`src/rtl/ctrl_pkg.sv`:
```
// Shared encodings for the multi-cycle RV32I control FSM.
package ctrl_pkg;

   localparam int unsigned OPC_W = 7;
   localparam int unsigned AOP_W = 2;

   localparam logic [OPC_W-1:0] OP_R      = 7'b0110011;
   localparam logic [OPC_W-1:0] OP_I      = 7'b0010011;
   localparam logic [OPC_W-1:0] OP_LOAD   = 7'b0000011;
   localparam logic [OPC_W-1:0] OP_STORE  = 7'b0100011;
   localparam logic [OPC_W-1:0] OP_BRANCH = 7'b1100011;

   localparam logic [AOP_W-1:0] ALUOP_ADD  = 2'b00;
   localparam logic [AOP_W-1:0] ALUOP_SUB  = 2'b01;
   localparam logic [AOP_W-1:0] ALUOP_RFUN = 2'b10;
   localparam logic [AOP_W-1:0] ALUOP_IFUN = 2'b11;

   typedef enum logic [2:0] {
      ST_IDLE = 3'd0,
      ST_IF   = 3'd1,
      ST_ID   = 3'd2,
      ST_EX   = 3'd3,
      ST_MEM  = 3'd4,
      ST_WB   = 3'd5,
      ST_TRAP = 3'd6
   } state_e;

   typedef struct packed {
      logic is_r;
      logic is_i;
      logic is_ld;
      logic is_st;
      logic is_br;
      logic legal;
   } op_class_t;

endpackage

```
`src/rtl/ctrl_op_class.sv`:
```
// Opcode classifier: one-hot instruction class plus a legality flag.
module ctrl_op_class
   import ctrl_pkg::*;
#(
   parameter int unsigned OP_W = 7
) (
   input  logic [OP_W-1:0] op_i,
   output op_class_t       cls_o
);

   // Decode each supported opcode; anything else is illegal
   always_comb begin
      cls_o       = '0;
      cls_o.is_r  = (op_i == OP_W'(OP_R));
      cls_o.is_i  = (op_i == OP_W'(OP_I));
      cls_o.is_ld = (op_i == OP_W'(OP_LOAD));
      cls_o.is_st = (op_i == OP_W'(OP_STORE));
      cls_o.is_br = (op_i == OP_W'(OP_BRANCH));
      cls_o.legal = cls_o.is_r | cls_o.is_i | cls_o.is_ld | cls_o.is_st | cls_o.is_br;
   end

endmodule

```
`src/rtl/multicycle_control.sv`:
```
// Multi-cycle main control FSM: sequences IF/ID/EX/MEM/WB, traps illegal
// opcodes and counts retired instructions.
module multicycle_control
   import ctrl_pkg::*;
#(
   parameter int unsigned OP_W          = 7,
   parameter int unsigned ALUOP_W       = 2,
   parameter int unsigned CNT_W         = 32,
   parameter int unsigned MEM_HANDSHAKE = 1
) (
   input  logic               clk_i,
   input  logic               rst_i,
   input  logic [OP_W-1:0]    op_i,
   input  logic               imem_ready_i,
   input  logic               dmem_ready_i,
   output logic               imem_req_o,
   output logic               ir_write_o,
   output logic               pc_write_o,
   output logic               branch_o,
   output logic               ALUSrc_o,
   output logic [ALUOP_W-1:0] ALUOp_o,
   output logic               dmem_req_o,
   output logic               dmem_we_o,
   output logic               MemtoReg_o,
   output logic               RegWrite_o,
   output logic               illegal_o,
   output logic [CNT_W-1:0]   retired_o
);

   state_e            state_q, state_d;
   logic [OP_W-1:0]   op_q, op_d;
   logic [CNT_W-1:0]  retired_q, retired_d;
   logic [OP_W-1:0]   cls_op_c;
   op_class_t         cls_c;
   logic              imem_go_c;
   logic              dmem_go_c;
   logic              retire_c;

   // Classify the live opcode in ID, the latched one everywhere else
   assign cls_op_c = (state_q == ST_ID) ? op_i : op_q;

   ctrl_op_class #(.OP_W(OP_W)) u_op_class (
      .op_i  (cls_op_c),
      .cls_o (cls_c)
   );

   // Without the handshake the memories are treated as single-cycle
   assign imem_go_c = (MEM_HANDSHAKE == 0) || imem_ready_i;
   assign dmem_go_c = (MEM_HANDSHAKE == 0) || dmem_ready_i;
   assign retired_o = retired_q;

   // State, opcode and retire counter registers; reset wins over everything
   always_ff @(posedge clk_i) begin
      if (rst_i) begin
         state_q   <= ST_IDLE;
         op_q      <= '0;
         retired_q <= '0;
      end else begin
         state_q   <= state_d;
         op_q      <= op_d;
         retired_q <= retired_d;
      end
   end

   // Next-state and Moore outputs; IF write strobes are the only ready-gated outputs
   always_comb begin
      state_d    = state_q;
      op_d       = op_q;
      retired_d  = retired_q;
      retire_c   = 1'b0;
      imem_req_o = 1'b0;
      ir_write_o = 1'b0;
      pc_write_o = 1'b0;
      branch_o   = 1'b0;
      ALUSrc_o   = 1'b0;
      ALUOp_o    = ALUOP_W'(ALUOP_ADD);
      dmem_req_o = 1'b0;
      dmem_we_o  = 1'b0;
      MemtoReg_o = 1'b0;
      RegWrite_o = 1'b0;
      illegal_o  = 1'b0;

      case (state_q)
         ST_IDLE: state_d = ST_IF;
         ST_IF: begin
            imem_req_o = 1'b1;
            if (imem_go_c) begin
               ir_write_o = 1'b1;
               pc_write_o = 1'b1;
               state_d    = ST_ID;
            end
         end
         ST_ID: begin
            op_d    = op_i;
            state_d = cls_c.legal ? ST_EX : ST_TRAP;
         end
         ST_EX: begin
            if (cls_c.is_r) begin
               ALUOp_o = ALUOP_W'(ALUOP_RFUN);
               state_d = ST_WB;
            end else if (cls_c.is_i) begin
               ALUOp_o  = ALUOP_W'(ALUOP_IFUN);
               ALUSrc_o = 1'b1;
               state_d  = ST_WB;
            end else if (cls_c.is_ld || cls_c.is_st) begin
               ALUOp_o  = ALUOP_W'(ALUOP_ADD);
               ALUSrc_o = 1'b1;
               state_d  = ST_MEM;
            end else if (cls_c.is_br) begin
               ALUOp_o  = ALUOP_W'(ALUOP_SUB);
               branch_o = 1'b1;
               retire_c = 1'b1;
               state_d  = ST_IF;
            end else begin
               state_d = ST_TRAP;
            end
         end
         ST_MEM: begin
            dmem_req_o = 1'b1;
            dmem_we_o  = cls_c.is_st;
            if (dmem_go_c) begin
               if (cls_c.is_ld) begin
                  state_d = ST_WB;
               end else begin
                  retire_c = 1'b1;
                  state_d  = ST_IF;
               end
            end
         end
         ST_WB: begin
            RegWrite_o = 1'b1;
            MemtoReg_o = cls_c.is_ld;
            retire_c   = 1'b1;
            state_d    = ST_IF;
         end
         ST_TRAP: illegal_o = 1'b1;
         default: state_d = ST_IDLE;
      endcase

      if (retire_c) begin
         retired_d = retired_q + CNT_W'(1);
      end
   end

endmodule

```
`config.mk`:
```
export PLATFORM = sky130hd
export DESIGN_NAME = multicycle_control
export DESIGN_NICKNAME = d
export VERILOG_FILES = /design/src/rtl/ctrl_pkg.sv /design/src/rtl/ctrl_op_class.sv /design/src/rtl/multicycle_control.sv
export SDC_FILE = /design/constraint.sdc
export NUM_CORES = 1
export LEC_CHECK = 0
export CORE_AREA = 5 5 59 114
export CTS_CLUSTER_DIAMETER = 80
export DETAILED_ROUTE_END_ITERATION = 6
export DIE_AREA = 0 0 64 119
export HOLD_SLACK_MARGIN = 0.08
export PLACE_DENSITY_LB_ADDON = 0.08
export SYNTH_ARGS = -nofsm -noshare
export SYNTH_HDL_FRONTEND = slang
export SYNTH_SLANG_ARGS = --single-unit
```
`constraint.sdc`:
```
create_clock -name clk_i -period 2 [get_ports clk_i]
set_input_delay 0.4 -clock clk_i [delete_from_list [all_inputs] [get_ports clk_i]]
set_output_delay 0.4 -clock clk_i [all_outputs]
set_load 0.1 [all_outputs]
```
==> results of run 1 <==
-- state kept, by name (all words and copies together), names as in the netlist --
signal / count
retired_o: 32
op_q: 7
state_q: 3
-- cells by family after synthesis --
kind of cell    after synthesis  share of synthesized area (%)
compound gates               58                          17.64
flops                        42                          37.99
simple gates                100                          26.85
fa+ha+maj                     1                         0.5652
xor+xnor                     23                          9.101
buf+inv                      25                          4.635
mux                           7                          3.222
-- layer usage --
metal | track usage (%) | share of wire, % | vias to the layer above
met2 | 30.54 | 57 | 48
met4 | 7.282 | 2.8 | 0
li1 | - | - | 1108
met5 | 0 | 0 | -
met1 | 16.15 | 36 | 1037
met3 | 2.825 | 3.9 | 16
-- layout by cell type, fill, tap and decap left out, drive strengths merged, types with 2 or more instances in the layout --
| cell | count |
|---|---|
| inv | 10 |
| o21ai | 16 |
| and3 | 7 |
| nor2 | 39 |
| xor2 | 21 |
| a21oi | 15 |
| mux2i | 6 |
| or3 | 8 |
| clkinv | 2 |
| nand2b | 3 |
| nor4 | 5 |
| and2 | 2 |
| dlygate4sd2 | 4 |
| nand4 | 6 |
| o2111ai | 9 |
| a31oi | 2 |
| nand2 | 10 |
| o211ai | 10 |
| buf | 93 |
| nand3 | 5 |
| a211oi | 2 |
| clkdlybuf4s50 | 6 |
| xnor2 | 2 |
| nand3b | 4 |
| nor3 | 4 |
| clkbuf | 6 |
| dfxtp | 42 |
-- cell type report --
| class | count | area share [%] |
|---|---|---|
| clock buffers | 6 | 3.565 |
| flip-flops and latches | 42 | 25.79 |
| multi-input cells | 189 | 39.60 |
| repair buffers | 103 | 27.35 |
| well taps | 61 | 2.111 |
| clock inverters | 2 | 0.2769 |
| inverters | 11 | 1.315 |
-- power breakdown --
part | internal [W] | switching (W) | total [W]
sequential | 0.000827 | 0.0000172 | 0.000844
clock | 0.000458 | 0.000313 | 0.000771
combinational | 0.000152 | 0.000201 | 0.000353
-- worst max-delay path: stages (launching register included) --
cell and delay (ps):
dfxtp_2 330, nor3b_4 330, mux2i_4 350, nand2_4 70
nor4_4 260, buf_12 210
-- what timing repair did --
item | in CTS | in global routing
pin swaps | 6 | 18
gates resized for setup | 12 | 24
setup endpoints to repair | 5 | 26
buffers inserted | 5 | 10
endpoints found under the hold margin | 0 | 0
-- how the worst max path moves through the flow --
stage	start	end	cells after the start	slack (ps)
floorplan	state_q[1]	dmem_we_o	6	-650
global placement	op_i[0]	dmem_we_o	7	-430
detailed placement	op_i[0]	dmem_we_o	7	-460
CTS	state_q[0]	dmem_we_o	5	-310
global route	state_q[1]	dmem_we_o	5	-290
finish	state_q[2]	dmem_we_o	5	-250
-- cell usage after synthesis (all sizes together) (7+ instances only) --
| cell | number | area, um^2 |
|---|---|---|
| nand2 | 10 | 37.54 |
| o2111ai | 9 | 78.83 |
| nor2 | 39 | 148.9 |
| clkbuf | 8 | 30.03 |
| inv | 11 | 41.29 |
| a21oi | 15 | 75.07 |
| dfxtp | 42 | 840.8 |
| o21ai | 16 | 80.08 |
| o211ai | 10 | 75.07 |
| and3 | 7 | 43.79 |
| or3 | 8 | 50.05 |
| xor2 | 21 | 183.9 |
-- stage by stage --
step / util (%) / instance area [um^2] / total power, W / setup WS, ps / instances
CTS: 60.66 / 3463 / 0.001972 / -308.9 / 404
global route: 63.31 / 3615 / 0.002042 / -290.7 / 414
floorplan: - / 2431 / 0.001071 / -648.7 / 256
detailed placement: 56.89 / 3248 / 0.001181 / -464.3 / 391
global placement: 56.89 / 3248 / 0.001182 / -434.2 / 391
finish: 63.31 / 3615 / 0.001968 / -246.9 / 414
==> flow_results.xml, run 1 <==
<?xml version="1.0" encoding="UTF-8"?>
<metrics>
  <group name="status">
    <metric name="run_status" unit="">complete, but fails checks</metric>
    <metric name="violations_in_the_final_reports" unit="">setup timing</metric>
  </group>
  <group name="route">
    <metric name="per_cell_routed_wire_length" unit="um">14.87</metric>
    <metric name="length_of_the_first_detailed_routing_pass_in_iterations" unit="">4</metric>
    <metric name="route.antenna.remaining_nets" unit="">0</metric>
    <metric name="detailroute.via_count" unit="">2209</metric>
    <metric name="drt-total-wl" unit="um">6157</metric>
    <metric name="vias_per_cell" unit="">5.336</metric>
    <metric name="drc" unit="">0</metric>
    <metric name="drt_iter0_markers" unit="">64</metric>
  </group>
  <group name="timing">
    <metric name="clock_skew" unit="ps">4.739</metric>
    <metric name="fmax" unit="GHz">0.4451</metric>
    <metric name="hold_violations_final" unit="">0</metric>
    <metric name="timing.hold.ws" unit="ps">498.0</metric>
    <metric name="setup_total_negative_slack" unit="ps">-652.4</metric>
    <metric name="final.min_clock_period" unit="ps">2247</metric>
    <metric name="relSlewSlack" unit="%">69.39</metric>
    <metric name="final-max-slew-violation-count" unit="">0</metric>
    <metric name="timing_worst_slew_pin_value" unit="ps">455.7</metric>
    <metric name="setup_viol" unit="">3</metric>
    <metric name="unrepaired_setup_endpoints_after_global_routing" unit="">true</metric>
    <metric name="timing.final.crit_share" unit="%">112.3</metric>
    <metric name="worst_slack" unit="ps">-246.9</metric>
  </group>
  <group name="worst_setup_path">
    <metric name="criticalPathCategory" unit="">flop to primary output</metric>
    <metric name="worstRegToRegCells" unit="">9</metric>
    <metric name="worst-endpoint-arrival" unit="ps">1850</metric>
    <metric name="required" unit="ps">1600</metric>
    <metric name="worstPathMaxFanout" unit="">3</metric>
    <metric name="worst_r2r_startpoint" unit="">state_q[2]</metric>
    <metric name="setup.reg_to_reg.worst_slack" unit="ps">20</metric>
    <metric name="endpoint_kind" unit="">primary output</metric>
    <metric name="r2r_end" unit="">retired_o[4]</metric>
    <metric name="startpoint_type" unit="">flop</metric>
  </group>
  <group name="logic_synthesis">
    <metric name="synth_nets" unit="">268</metric>
    <metric name="synthesis.instances" unit="">256</metric>
    <metric name="ys.warnings.count" unit="">0</metric>
    <metric name="number_of_flops_mapped_to_enable_cells_by_yosys" unit="">0</metric>
    <metric name="syn_area" unit="um^2">2213</metric>
    <metric name="synth.yosys.seq_area_share" unit="%">37.99</metric>
    <metric name="async_flop_share" unit="%">0</metric>
    <metric name="synth-main-ff-cell" unit="">dfxtp_1</metric>
    <metric name="ys_seq_elements" unit="">42</metric>
    <metric name="synth.lib_cells_used.distinct" unit="">46</metric>
    <metric name="synth_area_per_cell" unit="um^2">8.646</metric>
  </group>
  <group name="finish">
    <metric name="number_of_fill_cells" unit="">494</metric>
    <metric name="multiInputGateArea" unit="um^2">1431</metric>
    <metric name="area_growth_syn_to_layout" unit="%">63.31</metric>
    <metric name="design.final.nets" unit="">364</metric>
    <metric name="antenna_cells" unit="">0</metric>
    <metric name="post_route_cells_drive_above_1_share" unit="%">47.03</metric>
    <metric name="ff_latch_area" unit="um^2">932.1</metric>
  </group>
  <group name="clock_network">
    <metric name="cts_tree" unit="">yes</metric>
    <metric name="clock_latency" unit="ps">280</metric>
    <metric name="h-tree-depth" unit="">2</metric>
    <metric name="ctsLongestPathBuffers" unit="">2</metric>
    <metric name="postCtsHoldBufs" unit="">0</metric>
    <metric name="cts.sinks" unit="">42</metric>
    <metric name="path_clk_slew" unit="ps">60</metric>
    <metric name="tritoncts.num_buffers" unit="">5</metric>
    <metric name="cts_root_buffer" unit="">clkbuf_16</metric>
  </group>
  <group name="placement">
    <metric name="finalWeightedCongestion" unit="">0.8909</metric>
    <metric name="numPortBuffers" unit="">54</metric>
    <metric name="detailed_place_hpwl" unit="um">4768</metric>
  </group>
  <group name="grt">
    <metric name="grt_pass1_vias" unit="">2165</metric>
    <metric name="grtUsageTotal" unit="%">16.07</metric>
    <metric name="global_route_wire_length_before_repair" unit="um">9908</metric>
    <metric name="grt_max_degree" unit="">22</metric>
    <metric name="antenna_violations_before_repair" unit="">0</metric>
    <metric name="gr-total-overflow" unit="">0</metric>
  </group>
  <group name="floorplanning">
    <metric name="die_x" unit="um">64</metric>
    <metric name="design.portCount" unit="">55</metric>
    <metric name="core_region_area" unit="um^2">5709</metric>
    <metric name="std_cell_rows" unit="">39</metric>
    <metric name="chipHeight" unit="um">119</metric>
    <metric name="dieArea" unit="um^2">7616</metric>
    <metric name="initial_utilization" unit="%">38.77</metric>
  </group>
  <group name="power">
    <metric name="max_rail_drop_vdd" unit="V">0.0007891</metric>
    <metric name="p_leak" unit="nW">1.447</metric>
    <metric name="power_density" unit="nW/um^2">544.4</metric>
  </group>
  <group name="worst_hold_path">
    <metric name="hold-path-cell-count" unit="">2</metric>
    <metric name="hp-class" unit="">flop to flop</metric>
    <metric name="min-delay-start" unit="">retired_o[26]</metric>
    <metric name="worstHoldEndpoint" unit="">retired_o[26]</metric>
  </group>
  <group name="job">
    <metric name="drv_cap" unit="">0</metric>
  </group>
</metrics>
Note: power is estimated with default switching activity, not from simulation.
==> run 2: changes to the inputs <==
Settings changed: SKIP_CTS_REPAIR_TIMING set to 1, SLEW_MARGIN set to 0.
==> run 2 against run 1 <==
- the run still ends with setup timing left
- cell count shrank 1.9%
- routed wire length is 1.4% lower
- utilization is 2.3 points lower
- largest cell class unchanged
- design area is 3.6% lower
- via count shrank 1.1%
- register-to-register slack gained 70 ps
- sequential cell count did not move
- sequential power about the same
- power fell by 1.2%
- clock skew decreased by 0.56 ps
- sequential share of layout area rose by 0.90 points
- first-iteration DRC count increased by 25%
==> flow_results.xml, run 2 (same netlist as run 1, synthesis figures left out) <==
<?xml version="1.0" encoding="UTF-8"?>
<metrics>
  <group name="status">
    <metric name="run_status" unit="">complete, but fails checks</metric>
    <metric name="violations_in_the_final_reports" unit="">setup timing</metric>
  </group>
  <group name="route">
    <metric name="detailroute.via_count" unit="">2184</metric>
    <metric name="drt_iter0_markers" unit="">80</metric>
    <metric name="route.antenna.remaining_nets" unit="">0</metric>
    <metric name="drc" unit="">0</metric>
    <metric name="length_of_the_first_detailed_routing_pass_in_iterations" unit="">4</metric>
    <metric name="per_cell_routed_wire_length" unit="um">14.96</metric>
    <metric name="vias_per_cell" unit="">5.379</metric>
    <metric name="drt-total-wl" unit="um">6073</metric>
  </group>
  <group name="timing">
    <metric name="final.min_clock_period" unit="ps">2279</metric>
    <metric name="setup_viol" unit="">5</metric>
    <metric name="worst_slack" unit="ps">-278.8</metric>
    <metric name="setup_total_negative_slack" unit="ps">-692.1</metric>
    <metric name="fmax" unit="GHz">0.4388</metric>
    <metric name="relSlewSlack" unit="%">69.19</metric>
    <metric name="hold_violations_final" unit="">0</metric>
    <metric name="timing.final.crit_share" unit="%">113.9</metric>
    <metric name="unrepaired_setup_endpoints_after_global_routing" unit="">true</metric>
    <metric name="timing_worst_slew_pin_value" unit="ps">458.7</metric>
    <metric name="clock_skew" unit="ps">4.180</metric>
    <metric name="timing.hold.ws" unit="ps">494.1</metric>
    <metric name="final-max-slew-violation-count" unit="">0</metric>
  </group>
  <group name="floorplanning">
    <metric name="design.portCount" unit="">55</metric>
    <metric name="core_region_area" unit="um^2">5709</metric>
    <metric name="initial_utilization" unit="%">38.77</metric>
    <metric name="chipHeight" unit="um">119</metric>
    <metric name="die_x" unit="um">64</metric>
    <metric name="dieArea" unit="um^2">7616</metric>
    <metric name="std_cell_rows" unit="">39</metric>
  </group>
  <group name="worst_setup_path">
    <metric name="worstPathBufferInverterCount" unit="">1</metric>
    <metric name="endpoint_kind" unit="">primary output</metric>
    <metric name="worst-endpoint-arrival" unit="ps">1880</metric>
    <metric name="worstRegToRegCells" unit="">7</metric>
    <metric name="path_cells" unit="">nor3b_4 &gt; mux2i_2 &gt; nand2_2 &gt; nor4_4 &gt; buf_12</metric>
    <metric name="path_delay_family" unit="">simple AND/OR/NAND/NOR gates</metric>
    <metric name="path_depth" unit="">5</metric>
    <metric name="critical-path-max-stage-delay" unit="ps">340</metric>
    <metric name="startpoint_type" unit="">flop</metric>
    <metric name="required" unit="ps">1600</metric>
    <metric name="worstPathMaxFanout" unit="">3</metric>
    <metric name="crit_path_top_delay_cell" unit="">dfxtp_2</metric>
    <metric name="criticalPathCategory" unit="">flop to primary output</metric>
  </group>
  <group name="clock_network">
    <metric name="tritoncts.num_buffers" unit="">5</metric>
    <metric name="h-tree-depth" unit="">2</metric>
    <metric name="cts.sinks" unit="">42</metric>
    <metric name="cts_tree" unit="">yes</metric>
    <metric name="ctsLongestPathBuffers" unit="">2</metric>
    <metric name="path_clk_slew" unit="ps">60</metric>
    <metric name="clock_latency" unit="ps">280</metric>
    <metric name="cts_root_buffer" unit="">clkbuf_16</metric>
  </group>
  <group name="finish">
    <metric name="ff_latch_area" unit="um^2">929.6</metric>
    <metric name="antenna_cells" unit="">0</metric>
    <metric name="design.final.nets" unit="">356</metric>
    <metric name="number_of_fill_cells" unit="">511</metric>
    <metric name="finalCoreUtilization" unit="%">61.01</metric>
    <metric name="number_of_flip_flops_under_the_largest_register_name" unit="">32</metric>
    <metric name="post_route_cells_drive_above_1_share" unit="%">43.48</metric>
    <metric name="final_cell_mix" unit="">buf_4 (72), nor2_1 (35), xor2_1 (21)</metric>
    <metric name="multiInputGateArea" unit="um^2">1389</metric>
    <metric name="area_growth_syn_to_layout" unit="%">57.38</metric>
    <metric name="finalNonFillerCells" unit="">406</metric>
    <metric name="most_frequent_standard_cell_in_the_layout_excluding_fill_and_tap_cells" unit="">buf_4</metric>
  </group>
  <group name="placement">
    <metric name="finalWeightedCongestion" unit="">0.8909</metric>
    <metric name="numPortBuffers" unit="">54</metric>
    <metric name="placed_cells_incl_taps" unit="">391</metric>
    <metric name="detailed_place_hpwl" unit="um">4768</metric>
  </group>
  <group name="grt">
    <metric name="antenna_violations_before_repair" unit="">0</metric>
    <metric name="grtUsageTotal" unit="%">15.91</metric>
    <metric name="gr-total-overflow" unit="">0</metric>
    <metric name="grt_max_degree" unit="">22</metric>
    <metric name="grt_pass1_vias" unit="">2146</metric>
    <metric name="global_route_wire_length_before_repair" unit="um">9791</metric>
  </group>
  <group name="job">
    <metric name="drv_cap" unit="">0</metric>
  </group>
  <group name="power">
    <metric name="power_density" unit="nW/um^2">558.1</metric>
    <metric name="max_rail_drop_vdd" unit="V">0.0007863</metric>
    <metric name="p_leak" unit="nW">1.432</metric>
    <metric name="totalPowerFinal" unit="W">0.001944</metric>
  </group>
  <group name="worst_hold_path">
    <metric name="hold-path-cell-count" unit="">2</metric>
    <metric name="hp-class" unit="">flop to flop</metric>
  </group>
</metrics>
==> run 2: stage by stage <==
stage | setup WS [ps] | area [um^2]
after detailed placement | -464.3 | 3248
after global placement | -434.2 | 3248
after CTS | -467.3 | 3387
after global routing | -331.4 | 3483
after floorplan | -648.7 | 2431
final | -278.8 | 3483
==> run 2: power by group <==
| part | internal [W] | switching [W] |
|---|---|---|
| sequential | 0.000826 | 0.0000150 |
| clock | 0.000458 | 0.000314 |
| combinational | 0.000136 | 0.000195 |
| total | 0.00142 | 0.000524 |
==> run 2: worst paths after layout <==
path | startpoint | end | slack [ps]
worst max-delay path | state_q[0] | dmem_we_o | -280
worst min-delay path | retired_o[31] | retired_o[31] | 490
worst max register to register | state_q[0] | state_q[0] | 90
worst min register to register | retired_o[31] | retired_o[31] | 490
==> run 2: area by class of cell <==
class	count	area share [%]
well taps	61	2.191
clock inverters	2	0.2874
flip-flops and latches	42	26.69
inverters	11	1.365
clock buffers	6	3.700
repair buffers	95	25.90
multi-input cells	189	39.87
==> run 2: metal layers <==
metal | wire length [um] | vias to the layer above | part of all wire (%) | track usage [%]
li1 | - | 1095 | - | -
met1 | 2182 | 1031 | 36 | 15.97
met4 | 159 | 0 | 2.6 | 7.542
met5 | 0 | - | 0 | 0
met2 | 3480 | 46 | 57 | 30.04
met3 | 250 | 12 | 4.1 | 2.919
==> run 2: worst register-to-register path: cells and delay by family, from the launching register on <==
| family | cells | cell delay, ps |
|---|---|---|
| flops | 1 | 340 |
| buf+inv | 3 | 420 |
| mux | 1 | 310 |
| compound gates | 1 | 300 |
| simple gates | 2 | 440 |
==> patch: new RTL, config.mk and constraints of run 1 <==
The 7 states of `state_e` get a one-hot encoding in 7 bits.
--- a/src/rtl/ctrl_pkg.sv
+++ b/src/rtl/ctrl_pkg.sv
@@ -15,14 +15,14 @@
    localparam logic [AOP_W-1:0] ALUOP_RFUN = 2'b10;
    localparam logic [AOP_W-1:0] ALUOP_IFUN = 2'b11;
 
-   typedef enum logic [2:0] {
-      ST_IDLE = 3'd0,
-      ST_IF   = 3'd1,
-      ST_ID   = 3'd2,
-      ST_EX   = 3'd3,
-      ST_MEM  = 3'd4,
-      ST_WB   = 3'd5,
-      ST_TRAP = 3'd6
+   typedef enum logic [6:0] {
+      ST_IDLE = 7'b0000001,
+      ST_IF   = 7'b0000010,
+      ST_ID   = 7'b0000100,
+      ST_EX   = 7'b0001000,
+      ST_MEM  = 7'b0010000,
+      ST_WB   = 7'b0100000,
+      ST_TRAP = 7'b1000000
    } state_e;
 
    typedef struct packed {
Formal check against the unedited RTL: same outputs for any inputs over 10 cycles, from zero or initial values and one cycle with rst_i high; not proved beyond that.
==> patch against run 1 <==
The run still ends with negative setup slack left. Routed wire length rose to 2.5 times the old value. Via count rose by 60%. Combinational power increased by 52%. Core utilization up 32 points. Design area rose by 51%. Maximum frequency down 16%. Worst setup slack worse by 410 ps. Synthesized area up 23%. Total power increased by 32%. Sequential cell count up 4. Final cell count grew 29%. Critical path type is now register to register. Largest cell class unchanged.
==> patch: results (changes against run 1) <==
* First-pass GRT wire length at 18.7 mm (+89%)
* Share of cells above drive strength 1 at 58.8% (+12 points)
* Place WS at -949 ps (-485 ps)
* Synth top area cells: dfxtp_1 (34%), mux2_1 (12%), nor2b_1 (6.9%)
* Leak at 2.11 nW (+46%)
* Synth top cells by count: dfxtp_1 (46), nor2_1 (46), mux2_1 (30), nor2b_1 (30), a21oi_1 (24)
* Reg2reg end: retired_o[17]$_SDFFE_PP0P_
* Worst hold start: op_i[0]
* Iter 0 DRT Violations at 364 (+470%)
* Total global-route track usage at 31.5% (+15 points)
* R2r startpoint: state_q[3]$_SDFFE_PP0P_
* Skew final at 12.3 ps (+7.57 ps)
* Failing checks: negative setup slack
* Status: finished with violations
* Nets at 484 (+33%)
* Worst vdd ir at 836 uV (+5.9%)
* Setup WS post-layout at -661 ps (-415 ps)
* Setup violations, final at 49 (+46)
* Latest clock arrival within the worst-skew pair at 300 ps (+20 ps)
* WP data arrival at 2840 ps (+990 ps)
* Final wirelength at 15.6 mm (+150%)
* Min Hold Slack at 381 ps (-117 ps)
* Detailed Place HPWL at 6.04 mm (+27%)
* Hold path cells at 3 (+1)
* Largest net degree at the start of global routing at 73 (+230%)
* Crit-path max cell delay at 520 ps (+170 ps)
* Critical path's slowest cell: or4_4
* Sequential area share after synthesis at 33.9% (-4.0 points)
* Worst Hold Class: primary input to register
* Hold EP: op_q[0]$_SDFF_PP0_
[patch: cell count changes after synthesis, sizes merged, moves of 9 or more]
cell,change
nor2b,+30
nand2,+13
o21ai,-15
a21oi,+9
o211ai,-9
xor2,-20
mux2,+29
[patch: metal layers]
layer / track usage (%) / wire length, um / vias up
met1: 32.8 / 4970 / 1691
met4: 20.2 / 1330 / 0
li1: - / - / 1440
met5: 0 / 0 / -
met2: 56.1 / 8200 / 291
met3: 4.80 / 1130 / 117
[patch: where the power goes]
| part | internal [mW] | switching [mW] |
|---|---|---|
| Combinational | 0.224 | 0.311 |
| Sequential | 0.931 | 0.0213 |
| Clock | 0.702 | 0.405 |
| Total | 1.86 | 0.737 |
[patch: what timing repair did]
| action | 4_1_cts | 5_1_grt |
|---|---|---|
| setup endpoints to repair | 46 | 48 |
| cloned | 3 | 0 |
| pin swaps | 36 | 31 |
| buffers inserted | 30 | 19 |
| resized for setup | 112 | 64 |
[patch: kinds of logic after synthesis]
logic type	synth area share, %
adders and majority gates	0.461
buffers and inverters	3.27
DFF	33.9
xor gates and xnor gates	0.323
AOI/OAI and AO/OA	17.0
and+or+nand+nor	31.5
muxes	13.6
[patch: worst max path at each step]
stage                                        from                         end  cells past startpoint
after detailed placement                  op_i[0]   retired_o[0]$_SDFFE_PP0P_                      6
after global routing      state_q[3]$_SDFFE_PP0P_                  MemtoReg_o                      7
after floorplan           state_q[1]$_SDFFE_PP0P_                  MemtoReg_o                      3
after CTS                 state_q[3]$_SDFFE_PP0P_                  ALUOp_o[0]                      7
final                     state_q[3]$_SDFFE_PP0P_  retired_o[17]$_SDFFE_PP0P_                      8
after global placement                    op_i[0]   retired_o[0]$_SDFFE_PP0P_                      6
[patch: final cells by class]
cell class,instances,area [um2]
inverters,6,25.0
fillers,125,256
well taps,61,76.3
clock buffers,7,164
repair buffers,166,1790
flip-flops and latches,46,928
clock inverters,1,30.0
multi-input cells,247,2440
[patch: through the flow]
step	total power, mW	utilization [%]	setup TNS, ps	instances	cell area, um2
2_1_floorplan	1.17	-	-44000	313	2900
3_3_place_gp	1.34	73.6	-29440	485	4200
3_5_place_dp	1.35	73.6	-30310	485	4200
4_1_cts	2.46	89.8	-18580	526	5130
5_1_grt	2.63	95.5	-24590	534	5450
6_report	2.59	95.5	-22560	534	5450
[patch: critical path: cells and delay by family, from the launching register on]
family	cells	cell delay (ps)
compound gates	2	530
buf+inv	3	520
flops	1	330
mux	1	350
simple gates	2	800
